`src/rtl/counter_ctrl_pkg.sv`:
```
// Shared types and default parameters for the counter_ctrl sequencer.
// The ERR state is always part of the encoding; it is reachable only with COUNTER_CTRL_CHECK_EN.
package counter_ctrl_pkg;

    typedef enum logic [2:0] {
        ST_IDLE    = 3'd0,
        ST_CLEAR   = 3'd1,
        ST_RUN_ON  = 3'd2,
        ST_RUN_OFF = 3'd3,
        ST_DONE    = 3'd4,
        ST_ERR     = 3'd5
    } counter_ctrl_state_t;

    localparam int unsigned DEF_WIDTH      = 3;
    localparam int unsigned DEF_ON_CYCLES  = 6;
    localparam int unsigned DEF_OFF_CYCLES = 2;

    function automatic int unsigned max_u(input int unsigned a, input int unsigned b);
        return (a > b) ? a : b;
    endfunction

endpackage

```
`src/rtl/duty_timer.sv`:
```
// Loadable down-counter with a zero flag; times both the ON and OFF duty phases.
module duty_timer
    import counter_ctrl_pkg::*;
#(
    parameter int unsigned TW = 3
) (
    input  logic          clk,
    input  logic          reset,
    input  logic          load,
    input  logic [TW-1:0] load_val,
    output logic          zero
);

    logic [TW-1:0] value;

    // Saturates at zero so a phase that outlives its timer simply stays expired.
    always_ff @(posedge clk or negedge reset) begin
        if (!reset) begin
            value <= '0;
        end else if (load) begin
            value <= load_val;
        end else if (value != '0) begin
            value <= value - TW'(1);
        end
    end

    assign zero = (value == '0);

endmodule

```
`src/rtl/counter_ctrl.sv`:
```
// Sequencing controller: clears an external up-counter, duty-cycles its enable, stops at target.
// Optional stall checker (err port, ERR state) enabled by defining COUNTER_CTRL_CHECK_EN.
module counter_ctrl
    import counter_ctrl_pkg::*;
#(
    parameter int unsigned WIDTH      = DEF_WIDTH,
    parameter int unsigned ON_CYCLES  = DEF_ON_CYCLES,
    parameter int unsigned OFF_CYCLES = DEF_OFF_CYCLES
) (
    input  logic             clk,
    input  logic             reset,
    input  logic             start,
    input  logic             stop,
    input  logic [WIDTH-1:0] target,
    input  logic [WIDTH-1:0] count,
    output logic             cnt_en,
    output logic             cnt_clr,
    output logic             busy,
    output logic             done
`ifdef COUNTER_CTRL_CHECK_EN
    ,
    output logic             err
`endif
);

    localparam int unsigned    TW       = $clog2(max_u(ON_CYCLES, OFF_CYCLES) + 1);
    localparam logic [TW-1:0]  ON_LOAD  = TW'(ON_CYCLES - 1);
    localparam logic [TW-1:0]  OFF_LOAD = (OFF_CYCLES == 0) ? '0 : TW'(OFF_CYCLES - 1);

    counter_ctrl_state_t state_q, state_d;

    logic [WIDTH-1:0] tgt_q;
    logic [WIDTH-1:0] tgt_m1;
    logic             tmr_load;
    logic [TW-1:0]    tmr_val;
    logic             tmr_zero;
    logic             slip;

    // Only consulted in RUN_ON, which is entered only with a nonzero target.
    assign tgt_m1 = tgt_q - WIDTH'(1);

    duty_timer #(
        .TW(TW)
    ) u_duty_timer (
        .clk      (clk),
        .reset    (reset),
        .load     (tmr_load),
        .load_val (tmr_val),
        .zero     (tmr_zero)
    );

`ifdef COUNTER_CTRL_CHECK_EN
    logic [WIDTH-1:0] prev_count;
    logic             prev_en;

    always_ff @(posedge clk or negedge reset) begin
        if (!reset) begin
            prev_count <= '0;
            prev_en    <= 1'b0;
        end else begin
            prev_count <= count;
            prev_en    <= cnt_en;
        end
    end

    assign slip = (state_q == ST_RUN_ON) && prev_en && (count != prev_count + WIDTH'(1));
`else
    assign slip = 1'b0;
`endif

    always_ff @(posedge clk or negedge reset) begin
        if (!reset) begin
            state_q <= ST_IDLE;
        end else begin
            state_q <= state_d;
        end
    end

    always_comb begin
        state_d  = state_q;
        tmr_load = 1'b0;
        tmr_val  = ON_LOAD;
        if (stop && (state_q != ST_IDLE)) begin
            state_d = ST_IDLE;
        end else begin
            case (state_q)
                ST_IDLE: begin
                    if (start && !stop) state_d = ST_CLEAR;
                end
                ST_CLEAR: begin
                    if (tgt_q == '0) begin
                        state_d = ST_DONE;
                    end else begin
                        state_d  = ST_RUN_ON;
                        tmr_load = 1'b1;
                        tmr_val  = ON_LOAD;
                    end
                end
                ST_RUN_ON: begin
                    if (slip) begin
                        state_d = ST_ERR;
                    end else if (count == tgt_m1) begin
                        state_d = ST_DONE;
                    end else if (tmr_zero) begin
                        tmr_load = 1'b1;
                        if (OFF_CYCLES == 0) begin
                            tmr_val = ON_LOAD;
                        end else begin
                            state_d = ST_RUN_OFF;
                            tmr_val = OFF_LOAD;
                        end
                    end
                end
                ST_RUN_OFF: begin
                    if (tmr_zero) begin
                        state_d  = ST_RUN_ON;
                        tmr_load = 1'b1;
                        tmr_val  = ON_LOAD;
                    end
                end
                ST_DONE: begin
                    if (start) state_d = ST_CLEAR;
                end
`ifdef COUNTER_CTRL_CHECK_EN
                ST_ERR: state_d = ST_ERR;
`endif
                default: state_d = ST_IDLE;
            endcase
        end
    end

    // Target is captured on every entry into CLEAR, covering both IDLE and DONE restarts.
    always_ff @(posedge clk or negedge reset) begin
        if (!reset) begin
            tgt_q <= '0;
        end else if ((state_d == ST_CLEAR) && (state_q != ST_CLEAR)) begin
            tgt_q <= target;
        end
    end

    // Outputs are registered images of the state being entered, so they track the current state.
    always_ff @(posedge clk or negedge reset) begin
        if (!reset) begin
            cnt_en  <= 1'b0;
            cnt_clr <= 1'b0;
            busy    <= 1'b0;
            done    <= 1'b0;
        end else begin
            cnt_en  <= (state_d == ST_RUN_ON);
            cnt_clr <= (state_d == ST_CLEAR);
            busy    <= (state_d == ST_CLEAR) || (state_d == ST_RUN_ON) || (state_d == ST_RUN_OFF);
            done    <= (state_d == ST_DONE);
        end
    end

`ifdef COUNTER_CTRL_CHECK_EN
    always_ff @(posedge clk or negedge reset) begin
        if (!reset) begin
            err <= 1'b0;
        end else begin
            err <= (state_d == ST_ERR);
        end
    end
`endif

endmodule

```
`config.mk`:
```
export PLATFORM = sky130hd
export DESIGN_NAME = counter_ctrl
export DESIGN_NICKNAME = d
export VERILOG_FILES = /design/src/rtl/counter_ctrl_pkg.sv /design/src/rtl/duty_timer.sv /design/src/rtl/counter_ctrl.sv
export SDC_FILE = /design/constraint.sdc
export NUM_CORES = 1
export LEC_CHECK = 0
export ABC_AREA = 1
export CORE_MARGIN = 3
export CORE_UTILIZATION = 45
export DETAILED_ROUTE_END_ITERATION = 8
export PLACE_DENSITY = 0.75
export SLEW_MARGIN = 15
export SYNTH_ARGS = -nofsm -noshare
export SYNTH_HDL_FRONTEND = slang
export SYNTH_SLANG_ARGS = --single-unit
export TNS_END_PERCENT = 50
```
`constraint.sdc`:
```
create_clock -name clk -period 2.03 [get_ports clk]
set_clock_uncertainty 0.15 [all_clocks]
set_input_delay 0.3045 -clock clk [delete_from_list [all_inputs] [get_ports clk]]
set_output_delay 0.3045 -clock clk [all_outputs]
set_load 0.02 [all_outputs]
```
After elaboration in Yosys (flattened, before gate mapping)

Index checks and enable logic that the tools add are counted.

Equal/unequal tests: 10
Magnitude comparators: 0
$mul: 0
Shifts and indexed selects: 0
Div/mod/pow operators: 0
Muxes and demuxes: 19
Reduce and logical (&&, ||, !) cells: 12
Add/subtract/negate cells: 2
Bitwise gates (word level): 0

Operator list:

| operator                                               | count |
|---|---|
| two-way mux 3 bit                                      | 13 |
| case mux 3 bit (5 select lines)                        | 1 |
| equality test 3 x 2 -> 1 bit (second input constant)   | 4 |
| zero test 3 bit                                        | 3 |
| equality test 3 x 1 -> 1 bit (second input constant)   | 2 |
| equality test 3 bit (second input constant)            | 2 |
| nonzero test 3 bit                                     | 2 |
| subtractor 3 x 1 -> 3 bit (second input constant)      | 2 |
| two-way mux 1 bit                                      | 4 |
| equality test 3 bit                                    | 1 |
| logical AND 1 bit                                      | 3 |
| inequality test 3 x 1 -> 1 bit (second input constant) | 1 |
| case mux 1 bit (3 select lines)                        | 1 |
| logical OR 1 bit                                       | 2 |
| nonzero test 2 bit                                     | 1 |
| zero test 1 bit                                        | 1 |

Latch bits: 0
Memories kept: 0
Memory bits (writable): 0
Input port bits: 10
Output and inout bits: 4
Register bits after elaboration: 13
ROM bits: 0

Longest topological paths before layout

Gate-level depths: netlist of run 1.

Depth in word-level cells: 8
Gate-level depth with buffers: 12
Gate-level depth less buffers: 12

Modules after synthesis

Synthesis of run 1 repeated with hierarchy kept, for this count alone.

Cell total of the unflattened synthesis: 114
Area, all modules: 849.6 µm²

By module, submodules not included:

| module       | cells an instance | seq. area each (µm²) | instances | area each (µm²) |
|---|---|---|---|---|
| counter_ctrl | 82                | 250.2                | 1         | 641.9 |
| duty_timer   | 32                | 75.1                 | 1         | 207.7 |

Worst setup path before layout of run 1

OpenSTA, ideal clock, no wires.

Path type: flip-flop to flip-flop
Start point: reg tgt_q[0]
End point: reg tgt_q[0]
Required time: 1.763 ns
Cell stages (with the launch flop): 12
Setup slack: 0.247 ns
Path buffers: 0
Arrival time: 1.516 ns
Cell sequence: dfrtp_1 inv_1 ha_1 ha_1 inv_1 nand2_1 nand2_1 nand3_2 a21oi_4 nand3_4 nand2_1 nand2_1

Cells in the longest elaborated chain, start to end: 7
Elaborated cells on any way between the ends: 9
Classes of those cells: add/sub (1); eq/ne (2); mux (4); reduce/logical (2)

Ends and longest elaborated chain:

| what                              | RTL line            | text |
|---|---|---|
| start, declared                   | counter_ctrl.sv:32  | `logic [WIDTH-1:0] tgt_q;` |
| start signal, assigned            | counter_ctrl.sv:137 | `tgt_q <= target;` |
| subtractor 3 x 1 -> 3 bit         | counter_ctrl.sv:40  | `assign tgt_m1 = tgt_q - WIDTH'(1);` |
| equality test 3 bit               | counter_ctrl.sv:102 | `end else if (count == tgt_m1) begin` |
| two-way mux 3 bit                 | counter_ctrl.sv:102 |  |
| case mux 3 bit (5 select lines) * | counter_ctrl.sv:86  | `case (state_q)` |
| two-way mux 3 bit *               | counter_ctrl.sv:83  | `if (stop && (state_q != ST_IDLE)) begin` |
| equality test 3 x 1 -> 1 bit *    | counter_ctrl.sv:136 | `end else if ((state_d == ST_CLEAR) && (state_q != ST_CLEAR)) begin` |
| logical AND 1 bit *               | counter_ctrl.sv:136 |  |

Mark *: on every way between the ends. The rest lies on a longest branch, timed or not.
A chain may end at the register's enable or synchronous reset.

Worst setup path after layout of run 1

Ends and elaborated chain as after synthesis.

==> qor.yml, run 1 <==
multiInputGateArea_sq_um: 382.9
end_kind: "flip-flop"
cts_tree: "built"
cts_hold_buffers: 0
track_usage_pct: 15.41
yosysWarnings: 0
numPortBuffers: 13
synth-seq-area-share_pct: 42.48
ir_worst_vdd_v: 0.001108
num-nets-final: 130
place.detailed.hpwl_mm: 1.087
drc: 0
ys_ff_latch: 13
hold_viol: 0
status: "finished, final reports clean"
via_count: 634
vias_per_cell: 4.840
yosysUniqueCellTypes: 21
fp.dieH_um: 47.25
drt_pass1_iterations: 4
ios: 14
synthTopCellsByArea: "dfrtp_1 (42%), nand2_1 (11%), inv_1 (7.4%)"
design_area_sq_um: 968.4
synth_nets: 111
required_ps: 2060
grt_start_max_net_pins: 14
die_area_sq_mm: 0.002233
synth.top_cell.area_share_pct: 42.48
first_iter_violations: 5
dp.cells: 126
synth_cells: 97
grt-ovfl-total: 0
maxCapViolCount: 0
finalCritPeriodShare_pct: 94.21
layout_common_cells: "nand2_1 (21), nor2_1 (15), inv_1 (14)"
setup_viol: 0
post_drt_wl_per_cell_um: 10.77
min_path_type: "primary input to async pin"
wl_met1_um: 724
fill_cells: 129
dr_wl_met2_um: 594
initial_core_util_pct: 49.12
arrival_ps: 1940
slew_headroom_pct: 60.05
final_common_cell: "nand2_1"
path_max_fanout: 5
fmax_mhz: 522.9
netSwitchingFraction_pct: 45.27
combPwrFrac_pct: 58.7
finalPower_w: 0.001503
root_buffer: "clkbuf_4"
cts_buffer_depth: 2
drive_gt1_share_pct: 22.61
p_leak_nw: 0.5074
p_seq_share_pct: 30.2
switchingPower_w: 0.0006802
grt_pass1_wl_mm: 2.359
netlist_area_sq_um: 765.7
dr.max_layer_used: "met4"
rows: 14
placed_area_sq_um: 915.9
power_frac_clock_pct: 11.1
intPower_w: 0.0008223
period_minus_slack_ps: 1912
wl_met3_um: 79
cts_max_level: 1
seqCellArea_sq_um: 325.3
crit_path_start_kind: "flip-flop"
antenna_found_initial: 0
ant_nets: 0
final_cells: 131
synth.largest_area_cell: "dfrtp_1"
die_w_um: 47.25
cts_num_sinks: 13
tightestPinTransition_ps: 597.5
grt_pass1_vias: 567
routed_wl_mm: 1.411
numCtsBuffers: 3
clk_latency_ps: 280
antenna_cells: 0
place_congestion: 0.8297
clk_transition_reported_paths_ps: 90
syn_area_per_cell_sq_um: 7.894
reg2reg_slack_ps: 120
p_per_area_mw_per_mm2: 1552
area_growth_pct: 26.47
final_max_slew_viol_count: 0
path_class: "flip-flop to flip-flop"
core_sq_mm: 0.001559
-- power groups by stage --
| stage | combinational (W) | sequential (W) | clock (W) |
|---|---|---|---|
| 3_5_place_dp | 0.000834 | 0.000452 | 0 |
| 5_1_grt | 0.00102 | 0.000467 | 0.000178 |
| 4_1_cts | 0.000837 | 0.000448 | 0.000170 |
| 2_1_floorplan | 0.000605 | 0.000479 | 0 |
| 3_3_place_gp | 0.000815 | 0.000450 | 0 |
| 6_report | 0.000882 | 0.000453 | 0.000167 |
-- sequential cells by signal, summed over array words and instances (netlist names) --
| signal | cells |
|---|---|
| u_duty_timer.value | 3 |
| cnt_clr | 1 |
| done | 1 |
| state_q | 3 |
| cnt_en | 1 |
| tgt_q | 3 |
| busy | 1 |
-- through the flow --
stage	TNS [ps]	worst slack (ps)	utilization (%)	hold slack (ps)
final	0	117.6	62.12	243.1
after global routing	-18.86	-11.34	62.12	277.6
after CTS	0	102.7	60.51	266.3
after detailed placement	0	114.3	58.75	318.7
after global placement	0	171.9	58.75	307.6
after floorplan	0	246.6	-	-141.1
-- what timing repair did --
action                                  in CTS  in global routing
gates resized for setup                      0                  4
buffers inserted                             0                  1
endpoints found under the setup margin       0                  3
-- logic make-up (layout without fill, tap and decap cells) --
family | Yosys count | count (layout) | share of synthesized area (%)
AND/OR/NAND/NOR | 52 | 52 | 32.52
AO/OA/AOI/OAI | 8 | 8 | 8.661
buffers and inverters | 20 | 38 | 9.804
adder cells (fa/ha/maj) | 4 | 4 | 6.536
flip-flops | 13 | 13 | 42.48
-- path summary, 6_finish.rpt --
check | startpoint | end | cells past startpoint
max | tgt_q[0] | tgt_q[0] | 11
min | reset | tgt_q[1] | 1
max reg2reg | tgt_q[0] | tgt_q[0] | 11
min reg2reg | tgt_q[1] | tgt_q[1] | 2
max in group asynchronous | reset | u_duty_timer.value[2] | 1
min in group clk | tgt_q[1] | tgt_q[1] | 2
-- per-layer routing --
metal,GRT usage (%),vias to the layer above
met5,0,-
met4,3.315,0
met3,7.663,2
met2,21.66,14
met1,21.21,278
li1,-,340
-- area by class of cell --
class                   instances  area share [%]
clock inverters                 1          0.5168
flip-flops and latches         13           33.59
inverters                      20           7.752
clock buffers                   3           2.326
well taps                      16           2.067
repair buffers                 14           14.21
multi-input cells              64           39.53
-- worst max-delay path, stage by stage (launching register included) --
cell and delay, ps:
dfrtp_1 420, inv_2 70, ha_2 200, ha_4 200, inv_1 50, nand2_1 40, nand2_1 70, nand3_2 130
a21oi_4 260, nand3_4 110, nand2_1 70, nand2_1 40
-- synth_stat cells --
cell type   n
inv_2       5
o21a_1      1
ha_1        4
nand3_4     1
dfrtp_1    13
o22ai_1     1
nand2_2     2
o21ai_2     1
a21oi_1     1
nand2_1    22
inv_1      15
nor2_2      3
nor4_1      1
nand3_2     1
nor2_1     15
nand4_1     3
nand3_1     3
o21ai_0     1
a21oi_4     1
a21oi_2     2
nand2_4     1
No activity file was read; power rests on OpenSTA's default activity.
==> run 2: changes to the inputs <==
--- a/config.mk
+++ b/config.mk
@@ -7,9 +7,9 @@
 export LEC_CHECK = 0
 export ABC_AREA = 1
 export CORE_MARGIN = 3
-export CORE_UTILIZATION = 45
+export CORE_UTILIZATION = 43
 export DETAILED_ROUTE_END_ITERATION = 8
-export PLACE_DENSITY = 0.75
+export PLACE_DENSITY = 0.73
 export SLEW_MARGIN = 15
 export SYNTH_ARGS = -nofsm -noshare
 export SYNTH_HDL_FRONTEND = slang
==> run 2 against run 1 <==
Compared with the run above:
- critical path depth is the same
- die area grew 4.1%
- global-route usage is essentially flat
- register-to-register slack gained 40 ps
- critical endpoint unchanged
- flip-flop and latch count is the same
- setup slack gained 42 ps
- total power shrank 2.0%
- largest power group unchanged
- final cell count grew 5.3%
- first-iteration DRC count is the same
==> qor.yml, run 2 (same netlist as run 1, synthesis figures left out) <==
status: "finished, final reports clean"
die_w_um: 48.20  # +2.0%
layout_common_cells: "nand2_1 (22), inv_1 (15), nor2_1 (15)"
final_common_cell: "nand2_1"
seqCellArea_sq_um: 325.3  # unchanged
cts_tree: "built"
post-route-util_pct: 60.68  # -1.4 points
final_max_slew_viol_count: 0  # unchanged
finalSetupTns_ps: 0  # unchanged
rows: 14  # unchanged
post-place-ws_ps: 118.6  # +4.334 ps
initial_core_util_pct: 48.04  # -1.1 points
p_leak_nw: 0.5004  # -1.4%
cts_hold_buffers: 0  # unchanged
design_area_sq_um: 967.2  # -0.13%
ir_worst_vdd_v: 0.0008438  # -24%
post_cts_resized: 0  # unchanged
numCtsBuffers: 3  # unchanged
cts_max_level: 1  # unchanged
maxCapViolCount: 0  # unchanged
multiInputGateArea_sq_um: 380.4  # -0.65%
ant_nets: 0  # unchanged
die_area_sq_mm: 0.002323  # +4.1%
routed_wl_mm: 1.375  # -2.6%
grt_pass1_vias: 580  # +2.3%
clk_transition_reported_paths_ps: 80  # about the same
hold_viol: 0  # unchanged
drt_pass1_iterations: 4  # unchanged
grt-ovfl-total: 0  # unchanged
p_per_area_mw_per_mm2: 1523  # -1.8%
fin_ws_ps: 159.4  # +41.72 ps
arrival_ps: 1880  # -60 ps
clk_latency_ps: 270  # about the same
required_ps: 2040  # -20 ps
rsz0062_at_grt: "false"
grt_pass1_wl_mm: 2.511  # +6.4%
finalCritPeriodShare_pct: 92.15  # -2.1 points
place_congestion: 0.8686  # +4.7%
fill_cells: 138  # +7.0%
reg_top3: "state_q x3, tgt_q x3, u_duty_timer.value x3"
ios: 14  # unchanged
drc: 0  # unchanged
crit_path_start_kind: "flip-flop"
slew_headroom_pct: 62.41  # +2.4 points
cts_buffer_depth: 2  # unchanged
setup_viol: 0  # unchanged
vias_per_cell: 4.536  # -6.3%
cts_num_sinks: 13  # unchanged
via_count: 626  # -1.3%
path_max_fanout: 5  # unchanged
area_growth_pct: 26.31
whs_ps: 241.5  # -1.620 ps
fp.dieH_um: 48.20  # +2.0%
first_iter_violations: 5  # unchanged
placed_area_sq_um: 925.9  # +1.1%
num-nets-final: 129  # -0.77%
end_kind: "flip-flop"
antenna_cells: 0  # unchanged
period_minus_slack_ps: 1871  # -41.72 ps
grt_start_max_net_pins: 14  # unchanged
post_drt_wl_per_cell_um: 9.964  # -7.5%
core_sq_mm: 0.001594  # +2.2%
track_usage_pct: 15.45  # +0.040 points
tightestPinTransition_ps: 562.0  # -35.43 ps
antenna_found_initial: 0  # unchanged
path_class: "flip-flop to flip-flop"
numPortBuffers: 13  # unchanged
postCtsSetupBuffers: 0  # unchanged
min_path_type: "primary input to async pin"
place.detailed.hpwl_mm: 1.149  # +5.8%
drive_gt1_share_pct: 19.30  # -3.3 points
root_buffer: "clkbuf_4"
fmax_mhz: 534.6  # +2.2%
run 2: changes by cell type in the layout (fill, tap and decap cells not counted), sizes merged:
cell and delta:
buf -1, clkinv -1, clkbuf +1
run 2: final cells by class:
| class | instances | area share [%] |
|---|---|---|
| tap | 24 | 3.105 |
| multi-input combinational | 64 | 39.33 |
| clock buffer | 4 | 2.717 |
| timing repair buffer | 13 | 13.45 |
| sequential | 13 | 33.64 |
| inverter | 20 | 7.762 |
run 2: path summary, 6_finish.rpt:
| kind | start | endpoint | slack, ps | cells past startpoint |
|---|---|---|---|---|
| setup / recovery | tgt_q[0] | tgt_q[0] | 160 | 11 |
| hold / removal | reset | state_q[2] | 240 | 1 |
| setup reg to reg | tgt_q[0] | tgt_q[0] | 160 | 11 |
| hold reg to reg | tgt_q[2] | tgt_q[2] | 330 | 2 |
| max in group asynchronous | reset | tgt_q[2] | 1120 | 1 |
| min in group clk | tgt_q[2] | tgt_q[2] | 330 | 2 |
run 2: stage by stage:
| step | total power [W] | cells |
|---|---|---|
| finish | 0.001473 | 138 |
| global route | 0.001638 | 138 |
| detailed placement | 0.001294 | 134 |
| global placement | 0.001266 | 134 |
| floorplan | 0.001084 | 97 |
| CTS | 0.001453 | 138 |
run 2: critical path, stage by stage, from the launching register on:
cell and delay, ps:
dfrtp_1 400, inv_1 80, ha_2 190, ha_4 200, inv_1 50, nand2_1 40
nand2_1 60, nand3_2 120, a21oi_4 250, nand3_4 110, nand2_1 60, nand2_1 50
run 2: power by group:
group,internal [W],switching [W]
Sequential,0.000380,0.0000646
Clock,0.0000760,0.0000814
Combinational,0.000357,0.000514
Total,0.000813,0.000660
run 2: metal layers:
layer | vias up | global-route usage [%] | part of all wire (%)
met4 | 0 | 4.839 | 1.0
met1 | 277 | 23.33 | 51
li1 | 337 | - | -
met3 | 2 | 4.797 | 5.0
met2 | 10 | 20.83 | 43
met5 | - | 0 | 0
